==> config.mk <==
export PLATFORM = sky130hd
export DESIGN_NAME = op_scheduler_flat
export DESIGN_NICKNAME = d
export VERILOG_FILES = /design/src/rtl/op_scheduler_pkg.sv /design/src/rtl/op_scheduler_if.sv /design/src/rtl/op_src_buffer.sv /design/src/rtl/op_scheduler.sv /design/src/flat_wrapper.sv
export SDC_FILE = /design/constraint.sdc
export NUM_CORES = 1
export LEC_CHECK = 0
export ABC_CLOCK_PERIOD_IN_PS = 5400
export CAP_MARGIN = 20
export CORE_UTILIZATION = 33
export CTS_BUF_LIST = sky130_fd_sc_hd__clkbuf_16
export CTS_CLUSTER_DIAMETER = 100
export CTS_CLUSTER_SIZE = 20
export DETAILED_ROUTE_END_ITERATION = 6
export PLACE_DENSITY = 0.72
export SETUP_SLACK_MARGIN = 0.4
export SLEW_MARGIN = 5
export SYNTH_ARGS = -nofsm -noshare
export SYNTH_HDL_FRONTEND = slang
export SYNTH_SLANG_ARGS = --single-unit
==> constraint.sdc <==
create_clock -name clk -period 5.4 [get_ports clk]
set_input_delay 1.08 -clock clk [delete_from_list [all_inputs] [get_ports clk]]
set_output_delay 1.08 -clock clk [all_outputs]
set_load 0.05 [all_outputs]
==> src/rtl/op_scheduler_pkg.sv <==
`default_nettype none
// ============================================================================
// Module   : op_scheduler_pkg
// Brief    : Packet constants, FSM state encoding and packet builder shared
//            by the op_scheduler slice.
// Revision : 1.0 - initial release
// ============================================================================
package op_scheduler_pkg;

    localparam int          c_payload_w = 16;
    localparam int          c_pkt_w     = 40;

    localparam logic [7:0]  c_hdr       = 8'hC6;
    localparam logic [7:0]  c_kbd_id    = 8'h10;
    localparam logic [7:0]  c_mouse_id  = 8'h01;
    localparam logic [39:0] c_pwr_pkt   = 40'hC6_71_00_00_00;

    typedef enum logic [1:0] {
        ST_IDLE      = 2'd0,
        ST_SEND      = 2'd1,
        ST_WAIT_DONE = 2'd2,
        ST_GAP       = 2'd3
    } state_t;

    function automatic logic [c_pkt_w-1:0] make_pkt(input logic [7:0]             id,
                                                    input logic [c_payload_w-1:0] payload);
        return {c_hdr, id, 8'h00, payload};
    endfunction

endpackage
`default_nettype wire

==> src/rtl/op_scheduler_if.sv <==
`default_nettype none
// ============================================================================
// Module   : op_scheduler_if
// Brief    : Source handshakes, power-on request and transmitter port bundle.
// Revision : 1.0 - initial release
// ============================================================================
interface op_scheduler_if;
    import op_scheduler_pkg::*;

    logic                   power_on_req;
    logic                   kbd_valid;
    logic                   kbd_ready;
    logic [c_payload_w-1:0] kbd_data;
    logic                   mouse_valid;
    logic                   mouse_ready;
    logic [c_payload_w-1:0] mouse_data;
    logic [c_pkt_w-1:0]     tx_data;
    logic                   tx_valid;
    logic                   tx_ready;
    logic                   tx_done;
    logic                   busy;

    modport master (
        output power_on_req, kbd_valid, kbd_data, mouse_valid, mouse_data,
               tx_ready, tx_done,
        input  kbd_ready, mouse_ready, tx_data, tx_valid, busy
    );

    modport slave (
        input  power_on_req, kbd_valid, kbd_data, mouse_valid, mouse_data,
               tx_ready, tx_done,
        output kbd_ready, mouse_ready, tx_data, tx_valid, busy
    );

endinterface
`default_nettype wire

==> src/rtl/op_src_buffer.sv <==
`default_nettype none
// ============================================================================
// Module   : op_src_buffer
// Brief    : One-entry valid/ready holding register with clear input.
// Revision : 1.0 - initial release
// ============================================================================
module op_src_buffer #(
    parameter int WIDTH = 16
) (
    input  logic             clk,
    input  logic             reset_n,
    input  logic             i_valid,
    output logic             o_ready,
    input  logic [WIDTH-1:0] i_data,
    input  logic             i_clear,
    output logic             o_full,
    output logic [WIDTH-1:0] o_data
);

    logic             r_full;
    logic [WIDTH-1:0] r_data;

    // Clear only ever hits a full buffer, when ready is low, so it cannot
    // collide with a capture in the same cycle.
    always_ff @(posedge clk) begin
        if (!reset_n) begin
            r_full <= 1'b0;
            r_data <= '0;
        end else if (i_clear) begin
            r_full <= 1'b0;
        end else if (i_valid && !r_full) begin
            r_full <= 1'b1;
            r_data <= i_data;
        end
    end

    assign o_ready = !r_full;
    assign o_full  = r_full;
    assign o_data  = r_data;

endmodule
`default_nettype wire

==> src/rtl/op_scheduler.sv <==
`default_nettype none
// ============================================================================
// Module   : op_scheduler
// Brief    : Arbitrates power-on, keyboard and mouse packets onto one serial
//            transmitter with an enforced idle gap after each packet.
//            Define OP_SCHED_RR_EN for keyboard/mouse round-robin.
// Revision : 1.0 - initial release
// ============================================================================
module op_scheduler
    import op_scheduler_pkg::*;
#(
    parameter int GAP_CYCLES = 16
) (
    input  logic          clk,
    input  logic          reset_n,
    op_scheduler_if.slave bus
);

    localparam int                 c_cnt_w    = (GAP_CYCLES > 1) ? $clog2(GAP_CYCLES) : 1;
    localparam logic [c_cnt_w-1:0] c_gap_load = c_cnt_w'((GAP_CYCLES > 0) ? GAP_CYCLES - 1 : 0);

    state_t                 r_state;
    state_t                 w_state_nxt;
    logic [c_pkt_w-1:0]     r_tx_data;
    logic [c_pkt_w-1:0]     w_tx_data_nxt;
    logic [c_cnt_w-1:0]     r_gap_cnt;
    logic [c_cnt_w-1:0]     w_gap_cnt_nxt;
    logic                   r_pwr_pend;
    logic                   w_grant_pwr;
    logic                   w_kbd_clr;
    logic                   w_mouse_clr;
    logic                   w_pick_mouse;
    logic                   w_kbd_full;
    logic                   w_mouse_full;
    logic [c_payload_w-1:0] w_kbd_data;
    logic [c_payload_w-1:0] w_mouse_data;

    op_src_buffer #(.WIDTH(c_payload_w)) u_kbd_buf (
        .clk     (clk),
        .reset_n (reset_n),
        .i_valid (bus.kbd_valid),
        .o_ready (bus.kbd_ready),
        .i_data  (bus.kbd_data),
        .i_clear (w_kbd_clr),
        .o_full  (w_kbd_full),
        .o_data  (w_kbd_data)
    );

    op_src_buffer #(.WIDTH(c_payload_w)) u_mouse_buf (
        .clk     (clk),
        .reset_n (reset_n),
        .i_valid (bus.mouse_valid),
        .o_ready (bus.mouse_ready),
        .i_data  (bus.mouse_data),
        .i_clear (w_mouse_clr),
        .o_full  (w_mouse_full),
        .o_data  (w_mouse_data)
    );

`ifdef OP_SCHED_RR_EN
    logic r_rr_ptr;  // 0: keyboard wins the next tie, 1: mouse

    always_ff @(posedge clk) begin
        if (!reset_n) begin
            r_rr_ptr <= 1'b0;
        end else if (w_kbd_clr || w_mouse_clr) begin
            r_rr_ptr <= ~r_rr_ptr;
        end
    end

    assign w_pick_mouse = w_mouse_full && (!w_kbd_full || r_rr_ptr);
`else
    assign w_pick_mouse = w_mouse_full && !w_kbd_full;
`endif

    // A pulse arriving in the grant cycle opens a fresh request.
    always_ff @(posedge clk) begin
        if (!reset_n) begin
            r_pwr_pend <= 1'b0;
        end else begin
            r_pwr_pend <= (r_pwr_pend && !w_grant_pwr) || bus.power_on_req;
        end
    end

    always_ff @(posedge clk) begin
        if (!reset_n) begin
            r_state   <= ST_IDLE;
            r_tx_data <= '0;
            r_gap_cnt <= '0;
        end else begin
            r_state   <= w_state_nxt;
            r_tx_data <= w_tx_data_nxt;
            r_gap_cnt <= w_gap_cnt_nxt;
        end
    end

    always_comb begin
        w_state_nxt   = r_state;
        w_tx_data_nxt = r_tx_data;
        w_gap_cnt_nxt = r_gap_cnt;
        w_grant_pwr   = 1'b0;
        w_kbd_clr     = 1'b0;
        w_mouse_clr   = 1'b0;
        case (r_state)
            ST_IDLE: begin
                if (r_pwr_pend) begin
                    w_tx_data_nxt = c_pwr_pkt;
                    w_grant_pwr   = 1'b1;
                    w_state_nxt   = ST_SEND;
                end else if (w_kbd_full || w_mouse_full) begin
                    if (w_pick_mouse) begin
                        w_tx_data_nxt = make_pkt(c_mouse_id, w_mouse_data);
                        w_mouse_clr   = 1'b1;
                    end else begin
                        w_tx_data_nxt = make_pkt(c_kbd_id, w_kbd_data);
                        w_kbd_clr     = 1'b1;
                    end
                    w_state_nxt = ST_SEND;
                end
            end
            ST_SEND: begin
                if (bus.tx_ready) begin
                    w_state_nxt = ST_WAIT_DONE;
                end
            end
            ST_WAIT_DONE: begin
                if (bus.tx_done) begin
                    if (GAP_CYCLES == 0) begin
                        w_state_nxt = ST_IDLE;
                    end else begin
                        w_state_nxt   = ST_GAP;
                        w_gap_cnt_nxt = c_gap_load;
                    end
                end
            end
            ST_GAP: begin
                if (r_gap_cnt == '0) begin
                    w_state_nxt = ST_IDLE;
                end else begin
                    w_gap_cnt_nxt = r_gap_cnt - c_cnt_w'(1);
                end
            end
            default: w_state_nxt = ST_IDLE;
        endcase
    end

    assign bus.tx_data  = r_tx_data;
    assign bus.tx_valid = (r_state == ST_SEND);
    assign bus.busy     = (r_state != ST_IDLE);

endmodule
`default_nettype wire

==> src/flat_wrapper.sv <==
// flat-port wrapper written by rule: the top's interface ports become plain ports
module op_scheduler_flat import op_scheduler_pkg::*;
#(
    parameter int GAP_CYCLES = 16
)
  (clk, reset_n, bus_power_on_req, bus_kbd_valid, bus_kbd_data, bus_mouse_valid, bus_mouse_data, bus_tx_ready, bus_tx_done, bus_kbd_ready, bus_mouse_ready, bus_tx_data, bus_tx_valid, bus_busy);
  op_scheduler_if bus_i ();
  input  logic clk;
  input  logic reset_n;
  input wire logic [$bits(bus_i.power_on_req)-1:0] bus_power_on_req;
  input wire logic [$bits(bus_i.kbd_valid)-1:0] bus_kbd_valid;
  input wire logic [$bits(bus_i.kbd_data)-1:0] bus_kbd_data;
  input wire logic [$bits(bus_i.mouse_valid)-1:0] bus_mouse_valid;
  input wire logic [$bits(bus_i.mouse_data)-1:0] bus_mouse_data;
  input wire logic [$bits(bus_i.tx_ready)-1:0] bus_tx_ready;
  input wire logic [$bits(bus_i.tx_done)-1:0] bus_tx_done;
  output wire logic [$bits(bus_i.kbd_ready)-1:0] bus_kbd_ready;
  output wire logic [$bits(bus_i.mouse_ready)-1:0] bus_mouse_ready;
  output wire logic [$bits(bus_i.tx_data)-1:0] bus_tx_data;
  output wire logic [$bits(bus_i.tx_valid)-1:0] bus_tx_valid;
  output wire logic [$bits(bus_i.busy)-1:0] bus_busy;
  assign bus_i.power_on_req = bus_power_on_req;
  assign bus_i.kbd_valid = bus_kbd_valid;
  assign bus_i.kbd_data = bus_kbd_data;
  assign bus_i.mouse_valid = bus_mouse_valid;
  assign bus_i.mouse_data = bus_mouse_data;
  assign bus_i.tx_ready = bus_tx_ready;
  assign bus_i.tx_done = bus_tx_done;
  assign bus_kbd_ready = bus_i.kbd_ready;
  assign bus_mouse_ready = bus_i.mouse_ready;
  assign bus_tx_data = bus_i.tx_data;
  assign bus_tx_valid = bus_i.tx_valid;
  assign bus_busy = bus_i.busy;
  op_scheduler #(.GAP_CYCLES(GAP_CYCLES)) u_core (.clk(clk), .reset_n(reset_n), .bus(bus_i));
endmodule
Word-level counts from Yosys, hierarchy flattened
Index checks and enable logic that the tools add are counted.
- add/sub/neg operators: 1
- multiply operators: 0
- div/mod/pow operators: 0
- $lt $le $gt $ge: 0
- equality and inequality tests: 8
- shift operators: 0
- multiplexer cells: 22
- bitwise gates (word level): 3
- reductions and logical operators: 21
- operator list (cell ; number):
    2-to-1 mux 40 bit ; 2
    2-to-1 mux 29 bit ; 1
    2-to-1 mux 1 bit ; 10
    2-to-1 mux 2 bit ; 5
    2-to-1 mux 4 bit ; 2
    case mux 2 bit (4 select lines) ; 1
    case mux 4 bit (2 select lines) ; 1
    inequality test 2 bit (second input constant) ; 3
    AND reduction 2 bit ; 3
    nonzero test 2 bit ; 3
    equality test 2 bit (second input constant) ; 2
    logical AND 1 bit ; 4
    zero test 4 bit ; 1
    AND reduction 4 bit ; 1
    OR reduction 2 bit ; 2
    subtractor 4 x 1 -> 4 bit (second input constant) ; 1
    zero test 1 bit ; 3
    inequality test 3 x 1 -> 1 bit (second input constant) ; 1
    NOT 1 bit ; 3
    AND reduction 3 bit ; 1
    equality test 2 x 1 -> 1 bit (second input constant) ; 1
    zero test 2 bit ; 1
    logical OR 1 bit ; 2
    inequality test 2 x 1 -> 1 bit (second input constant) ; 1
- register bits after elaboration: 81
- latch bits: 0
- bits in writable memories: 0
- bits in read-only memories: 0
- input bits: 39
- logic and storage cells: 63
- memories: 0

Logic depth before layout (Yosys ltp)
Gate-level depths: netlist (run 1).
- depth in word-level cells: 8
- mapped depth: 8
- gate-level depth less buffers: 6

Cells and area by module
A second synthesis (run 1) with hierarchy kept.
- cells, all modules: 298
- area, all modules: 2870.3 um^2
- modules (own cells, without submodules) (module ; times used ; cells each ; area each (um^2)):
    op_scheduler ; 1 ; 148 ; 1473.9
    op_src_buffer ; 2 ; 75 ; 698.2

Least setup slack after synthesis (run 1)
OpenSTA, ideal clock, no wires.
- kind: register to output
- start: register u_core.r_state[0]
- end: output port bus_busy
- data arrival time: 1056 ps
- required time: 4320 ps
- setup slack: 3264 ps
- cell stages (with the launch flop): 4
- buffers on the path: 0
- cells stage by stage: dfxtp_1 > inv_1 > ha_1 > inv_1
- longest elaborated chain between the ends: 1
- ends and longest elaborated chain (what ; RTL line ; text):
    from (decl) ; op_scheduler.sv:22 ; state_t r_state;
    from (signal assigned) ; op_scheduler.sv:91 ; r_state <= w_state_nxt;
    nonzero test 2 bit ; op_scheduler.sv:149 ; assign bus.busy = (r_state != ST_IDLE);
    to (decl) ; flat_wrapper.sv:21 ; output wire logic [$bits(bus_i.busy)-1:0] bus_busy;
No other way between the ends.

Worst setup path after layout (run 1)
Same ends and word-level chain as after synthesis.

==> metrics.cfg, run 1 <==
[logic_synthesis]
synth_flop_cell=dfxtp_1
syn-cell-area_sq_um=2610
synth_seq_area_share_pct=46.7
yosysTopAreaCell=dfxtp_1
synth.top_cell.area_share_pct=46.7
synth_edf_count=0
syn_inst=316
ys_types=32
yosysWarnings=0
yosys-top-cells-area=dfxtp_1 47%, nand2_1 12%, a21oi_1 7.5%
ys_ff_latch=61
synthArstFlopShare_pct=0
synth.avg_cell_area_sq_um=8.27
synth.cells.most_frequent=83 x nand2_1, 61 x dfxtp_1, 39 x a21oi_1, 20 x buf_4, 18 x o21ai_0
synth_most_common_cell=nand2_1

[route]
via_per_inst=4.62
wl_um=6020
vias=2219
dr.pass1.iters=4
drc=0
ant_nets=0
wl_per_cell_um=12.5
drt_first_iter_violations=61

[sta]
worst_slew_pin_slew_ns=0.977
fmax_ghz=0.318
fin_skew_ns=0.00545
setup_violations=0
drv_slew=0
final.setup.tns_ns=0
final_hold_viol_count=0
fin_crit_ns=3.15
rsz0062_at_grt=false
min_period_over_period_pct=58.3
maxSlewHeadroom_pct=34.9

[critical_path]
cp_cell_sequence=inv_1 > ha_1 > inv_1 > clkdlybuf4s50_1
timing.rr.start=u_core.u_kbd_buf.o_full$_SDFFE_PP0P_
crit_slowest_cell=clkdlybuf4s50_1
path_buf_inv=3
cp_top_family=buffers and inverters
end_kind=output pin
path_class=reg -> out
cp_common_cell=inv_1
start_kind=flop
critPathLaunch=u_core.r_state[0]$_SDFFE_PN0P_
cp_data_arrival_time_ns=2.07
path_max_fanout=9
cp_data_required_time_ns=4.32
slowest_delay_ns=0.81

[layout]
nNetsFinal=418
antenna-diode-count=0
drive_above_1_share_pct=4.23
area_growth_pct=35.1

[die]
rows=32
die_x_um=91.0
core_area_sq_um=7690
fp.dieH_um=91.0
pin_count=83
start_util_pct=34.0
dieArea_sq_um=8280

[job]
cap_viol_max_count=0

[global_route]
grt_pass1_wl_um=9950
grt_max_degree=26
grt_use_total_pct=15.5
grt_pass1_vias=2197
antenna_found_initial=0
grt_remaining_overflow=0

[power]
p_leak_uw=0.00142
p_comb_share_pct=33.5
ir_worst_vdd_uv=153
p_sw_share_pct=35.5
p_sw_uw=544
p_int_uw=988
seqPwrFrac_pct=35.6
finalPower_uw=1530
cellPowerDensity_nw_per_um2=434
clkPwrFrac_pct=30.9

[cts]
cts_resized=0
h-tree-depth=3
cts-root-buf=clkbuf_16
postCtsSetupBuffers=0
clk_path_buf_depth=2
cts_tree=built
clk_pin_slew_ns=0.05
clkSinkCount=61
worstSkewPairLatency_ns=0.32
holdBufCountCts=0
cts_made_buffers=9

[placement]
place_hpwl_um=4290
portBuffers=66
gp_congestion=0.785

[status]
status=finished clean

[worst_hold_path]
min_from=u_core.bus.tx_data[15]$_SDFFE_PN0P_
worstHoldPathType=reg -> reg

## tightest hold or removal path: cells and delay by family (launching register included)
| kind | cells | cell delay [ns] |
|---|---|---|
| and+or+nand+nor | 1 | 0.05 |
| DFF | 1 | 0.30 |
| AOI/OAI and AO/OA | 1 | 0.05 |
## per-layer routing
metal | vias up | wire length, um | global-route usage [%]
li1 | 1122 | - | -
met1 | 1013 | 2560 | 17.2
met2 | 67 | 2950 | 26.8
met3 | 17 | 313 | 3.60
met4 | 0 | 191 | 9.26
met5 | - | 0 | 0
## power by group through the flow
stage / logic, uW / registers, uW / clock network [uW]
after global routing: 552 / 553 / 505
after CTS: 513 / 545 / 482
after detailed placement: 511 / 554 / 0
after floorplan: 338 / 597 / 0
final: 513 / 545 / 474
after global placement: 503 / 550 / 0
## sequential cells by signal, indices dropped and copies added (netlist names)
signal,cells
u_core.u_mouse_buf.o_full,1
u_core.r_gap_cnt,4
u_core.u_mouse_buf.o_data,16
u_core.r_pwr_pend,1
u_core.u_kbd_buf.o_data,16
u_core.r_state,2
u_core.bus.tx_data,20
u_core.u_kbd_buf.o_full,1
## through the flow
stage               setup slack, ns  utilization [%]  hold slack [ns]  std cells  cell area, sq um
floorplan                      3.26                -            0.436        331              2670
global placement               2.15             42.2            0.438        462              3240
detailed placement             2.50             42.6            0.443        463              3270
CTS                            2.25             45.8            0.450        479              3520
global route                   2.13             45.9            0.468        480              3530
finish                         2.25             45.9            0.446        480              3530
## cell families (layout without fill, tap and decap cells)
| group | count (synthesis) | count (layout) | share of synthesized area, % |
|---|---|---|---|
| simple gates | 109 | 109 | 17.3 |
| compound gates | 74 | 74 | 16.6 |
| flops | 61 | 61 | 46.7 |
| buf+inv | 49 | 96 | 10.2 |
| mux | 16 | 16 | 6.13 |
| fa+ha+maj | 6 | 6 | 2.87 |
| other cells | 1 | 16 | 0.143 |
## area by class of cell
class                           instances  area, sq um
Sequential cell                        61         1220
Timing Repair Buffer                   70          711
Fill cell                             766         4160
Multi-Input combinational cell        221         1180
Clock buffer                            9          225
Tap cell                              102          128
Clock inverter                          7         26.3
Inverter                               10         37.5
## cell usage in the layout (no fill, tap or decap), types with 3 or more instances in the layout
| cell | n |
|---|---|
| nand2_1 | 83 |
| clkdlybuf4s50_1 | 66 |
| dfxtp_1 | 61 |
| a21oi_1 | 39 |
| o21ai_0 | 18 |
| mux2i_1 | 16 |
| conb_1 | 16 |
| inv_1 | 12 |
| nor2_1 | 10 |
| clkbuf_16 | 9 |
| ha_1 | 6 |
| nor2b_1 | 5 |
| clkinv_1 | 5 |
| nand2b_1 | 4 |
| o31ai_1 | 4 |
| nand3_1 | 3 |
| o21ai_1 | 3 |
| buf_4 | 3 |
## worst paths after layout
| path | endpoint | slack (ns) | cells after the start |
|---|---|---|---|
| hold reg to reg | u_core.bus.tx_data[15]$_SDFFE_PN0P_ | 0.45 | 2 |
| hold / removal | u_core.bus.tx_data[15]$_SDFFE_PN0P_ | 0.45 | 2 |
| setup / recovery | bus_busy | 2.25 | 4 |
| setup reg to reg | u_core.bus.tx_data[7]$_SDFFE_PN0P_ | 3.48 | 4 |
Power figures use the tool's default switching activity.
==> run 2, diff against run 1 <==
--- a/config.mk
+++ b/config.mk
@@ -5,7 +5,7 @@
 export SDC_FILE = /design/constraint.sdc
 export NUM_CORES = 1
 export LEC_CHECK = 0
-export ABC_CLOCK_PERIOD_IN_PS = 5400
+export ABC_CLOCK_PERIOD_IN_PS = 3200
 export CAP_MARGIN = 20
 export CORE_UTILIZATION = 33
 export CTS_BUF_LIST = sky130_fd_sc_hd__clkbuf_16
==> constraint.sdc (replaced) <==
create_clock -name clk -period 3.2 [get_ports clk]
set_input_delay 0.64 -clock clk [delete_from_list [all_inputs] [get_ports clk]]
set_output_delay 0.64 -clock clk [all_outputs]
set_load 0.05 [all_outputs]
==> metrics.cfg, run 2 (synthesized netlist as in run 1, its figures left out) <==
[sta]
min_period_over_period_pct=76.4
maxSlewHeadroom_pct=26.6
final_hold_viol_count=0
rsz0062_at_grt=false
fmax_ghz=0.409
fin_crit_ns=2.45
drv_slew=0
setup_violations=0
hold_ws_ns=0.449
fin_skew_ns=0.00591
worst_slew_pin_slew_ns=1.10
final.setup.tns_ns=0

[die]
pin_count=83
dieArea_sq_um=8280
rows=32
fp.dieH_um=91.0
core_area_sq_um=7690
start_util_pct=34.0
die_x_um=91.0

[critical_path]
path_class=reg -> out
start_kind=flop
crit_slowest_cell=clkdlybuf4s50_1
path_max_fanout=4
r2r_cells=4
cp_data_arrival_time_ns=1.81
cp_top_family=buffers and inverters
end_kind=output pin
regToRegSetupSlack_ns=1.13
path_buf_inv=2
timing.rr.start=u_core.u_kbd_buf.o_full$_SDFFE_PP0P_
regToRegEndpoint=u_core.bus.tx_data[7]$_SDFFE_PN0P_
cp_data_required_time_ns=2.56
slowest_delay_ns=0.81
cp_cell_sequence=inv_1 > ha_1 > clkdlybuf4s50_1

[placement]
placed_cell_area_sq_um=3270
portBuffers=66
place_hpwl_um=4430
gp_congestion=0.777

[route]
ant_nets=0
via_per_inst=4.61
vias=2218
wl_um=6170
drt_first_iter_violations=50
drc=0
dr.pass1.iters=5
wl_per_cell_um=12.8

[cts]
clk_path_buf_depth=2
cts_tree=built
h-tree-depth=3
worstSkewPairLatency_ns=0.32
cts-root-buf=clkbuf_16
holdBufCountCts=0
clkSinkCount=61
cts_made_buffers=9
postCtsSetupBuffers=0
clk_pin_slew_ns=0.05

[layout]
antenna-diode-count=0
final_area_sq_um=3590
largest_reg_flops=20
final_cell_mix=83 x nand2_1, 65 x clkdlybuf4s50_1, 61 x dfxtp_1, 39 x a21oi_1, 18 x o21ai_0
drive_above_1_share_pct=6.07
finalCoreUtilization_pct=46.7
nNetsFinal=419
fillers=758
area_growth_pct=37.3
final_common_cell=nand2_1

[global_route]
grt_use_total_pct=16.1
grt_pass1_vias=2143
antenna_found_initial=0
grt_remaining_overflow=0
grt_max_degree=24
grt_pass1_wl_um=10300

[power]
p_leak_uw=0.00145
cellPowerDensity_nw_per_um2=777
ir_worst_vdd_uv=245
finalPower_uw=2790

[job]
cap_viol_max_count=0

[worst_hold_path]
whs_endpoint=u_core.bus.tx_data[15]$_SDFFE_PN0P_
hold_depth=2
worstHoldPathType=reg -> reg
min_from=u_core.bus.tx_data[15]$_SDFFE_PN0P_

[status]
status=finished clean

==> run 2: cell types whose count changed in the layout (fill, tap and decap cells not counted) <==
cell	before	now
clkinvlp_4	0	1
inv_1	12	9
buf_16	1	0
clkinv_2	0	2
bufinv_16	0	2
clkinv_4	0	1
dlymetal6s2s_1	0	1
buf_6	0	1
buf_4	3	4
clkinv_1	5	2
clkdlybuf4s50_1	66	65
==> run 2: report_power, final <==
part | internal [uW] | leakage (uW) | switching (uW)
Combinational | 318 | 0.000801 | 555
Clock | 676 | 0.000153 | 323
Sequential | 849 | 0.000500 | 69.9
==> run 2: area by class of cell <==
cell class / count / area, sq um / area share, %
clock buffer: 9 / 225 / 6.28
clock inverter: 7 / 90.1 / 2.51
inverter: 10 / 37.5 / 1.05
multi-input combinational: 221 / 1180 / 32.9
sequential: 61 / 1220 / 34.0
tap: 102 / 128 / 3.56
timing repair buffer: 71 / 704 / 19.6
==> run 2: worst reg2reg max path: stages, from the launching register on <==
cell      delay, ns
dfxtp_1        0.51
nand2b_1       0.89
o22ai_1        0.23
o21ai_0        0.22
and3_1         0.16
==> run 2: routing by layer <==
| layer | vias up | wire [um] | global-route usage [%] |
|---|---|---|---|
| met5 | - | 0 | 0 |
| met1 | 1022 | 2640 | 19.1 |
| met4 | 0 | 126 | 8.33 |
| met2 | 54 | 3030 | 27.0 |
| li1 | 1130 | - | - |
| met3 | 12 | 372 | 3.94 |
==> run 2: worst max-delay path by stage <==
stage                                                 from                              to  slack (ns)  cells after the start
after floorplan           u_core.r_gap_cnt[0]$_SDFFE_PN0P_  u_core.r_state[0]$_SDFFE_PN0P_        1.48                      6
after global placement      u_core.r_state[0]$_SDFFE_PN0P_                        bus_busy        0.90                      4
after detailed placement    u_core.r_state[0]$_SDFFE_PN0P_                        bus_busy        0.86                      4
after CTS                   u_core.r_state[0]$_SDFFE_PN0P_                        bus_busy        0.51                      4
after global routing        u_core.r_state[1]$_SDFFE_PN0P_                    bus_tx_valid        0.68                      3
final                       u_core.r_state[1]$_SDFFE_PN0P_                    bus_tx_valid        0.75                      3
==> run 2: stage by stage <==
step | setup slack (ns) | std cells
final | 0.754 | 481
after global routing | 0.678 | 481
after CTS | 0.509 | 481
after detailed placement | 0.855 | 465
after global placement | 0.903 | 464
after floorplan | 1.48 | 331
==> run 2: repair_timing <==
| item | CTS | global route |
|---|---|---|
| endpoints found under the setup margin | 0 | 1 |
| endpoints found under the hold margin | 0 | 0 |
| gates resized for setup | 0 | 1 |
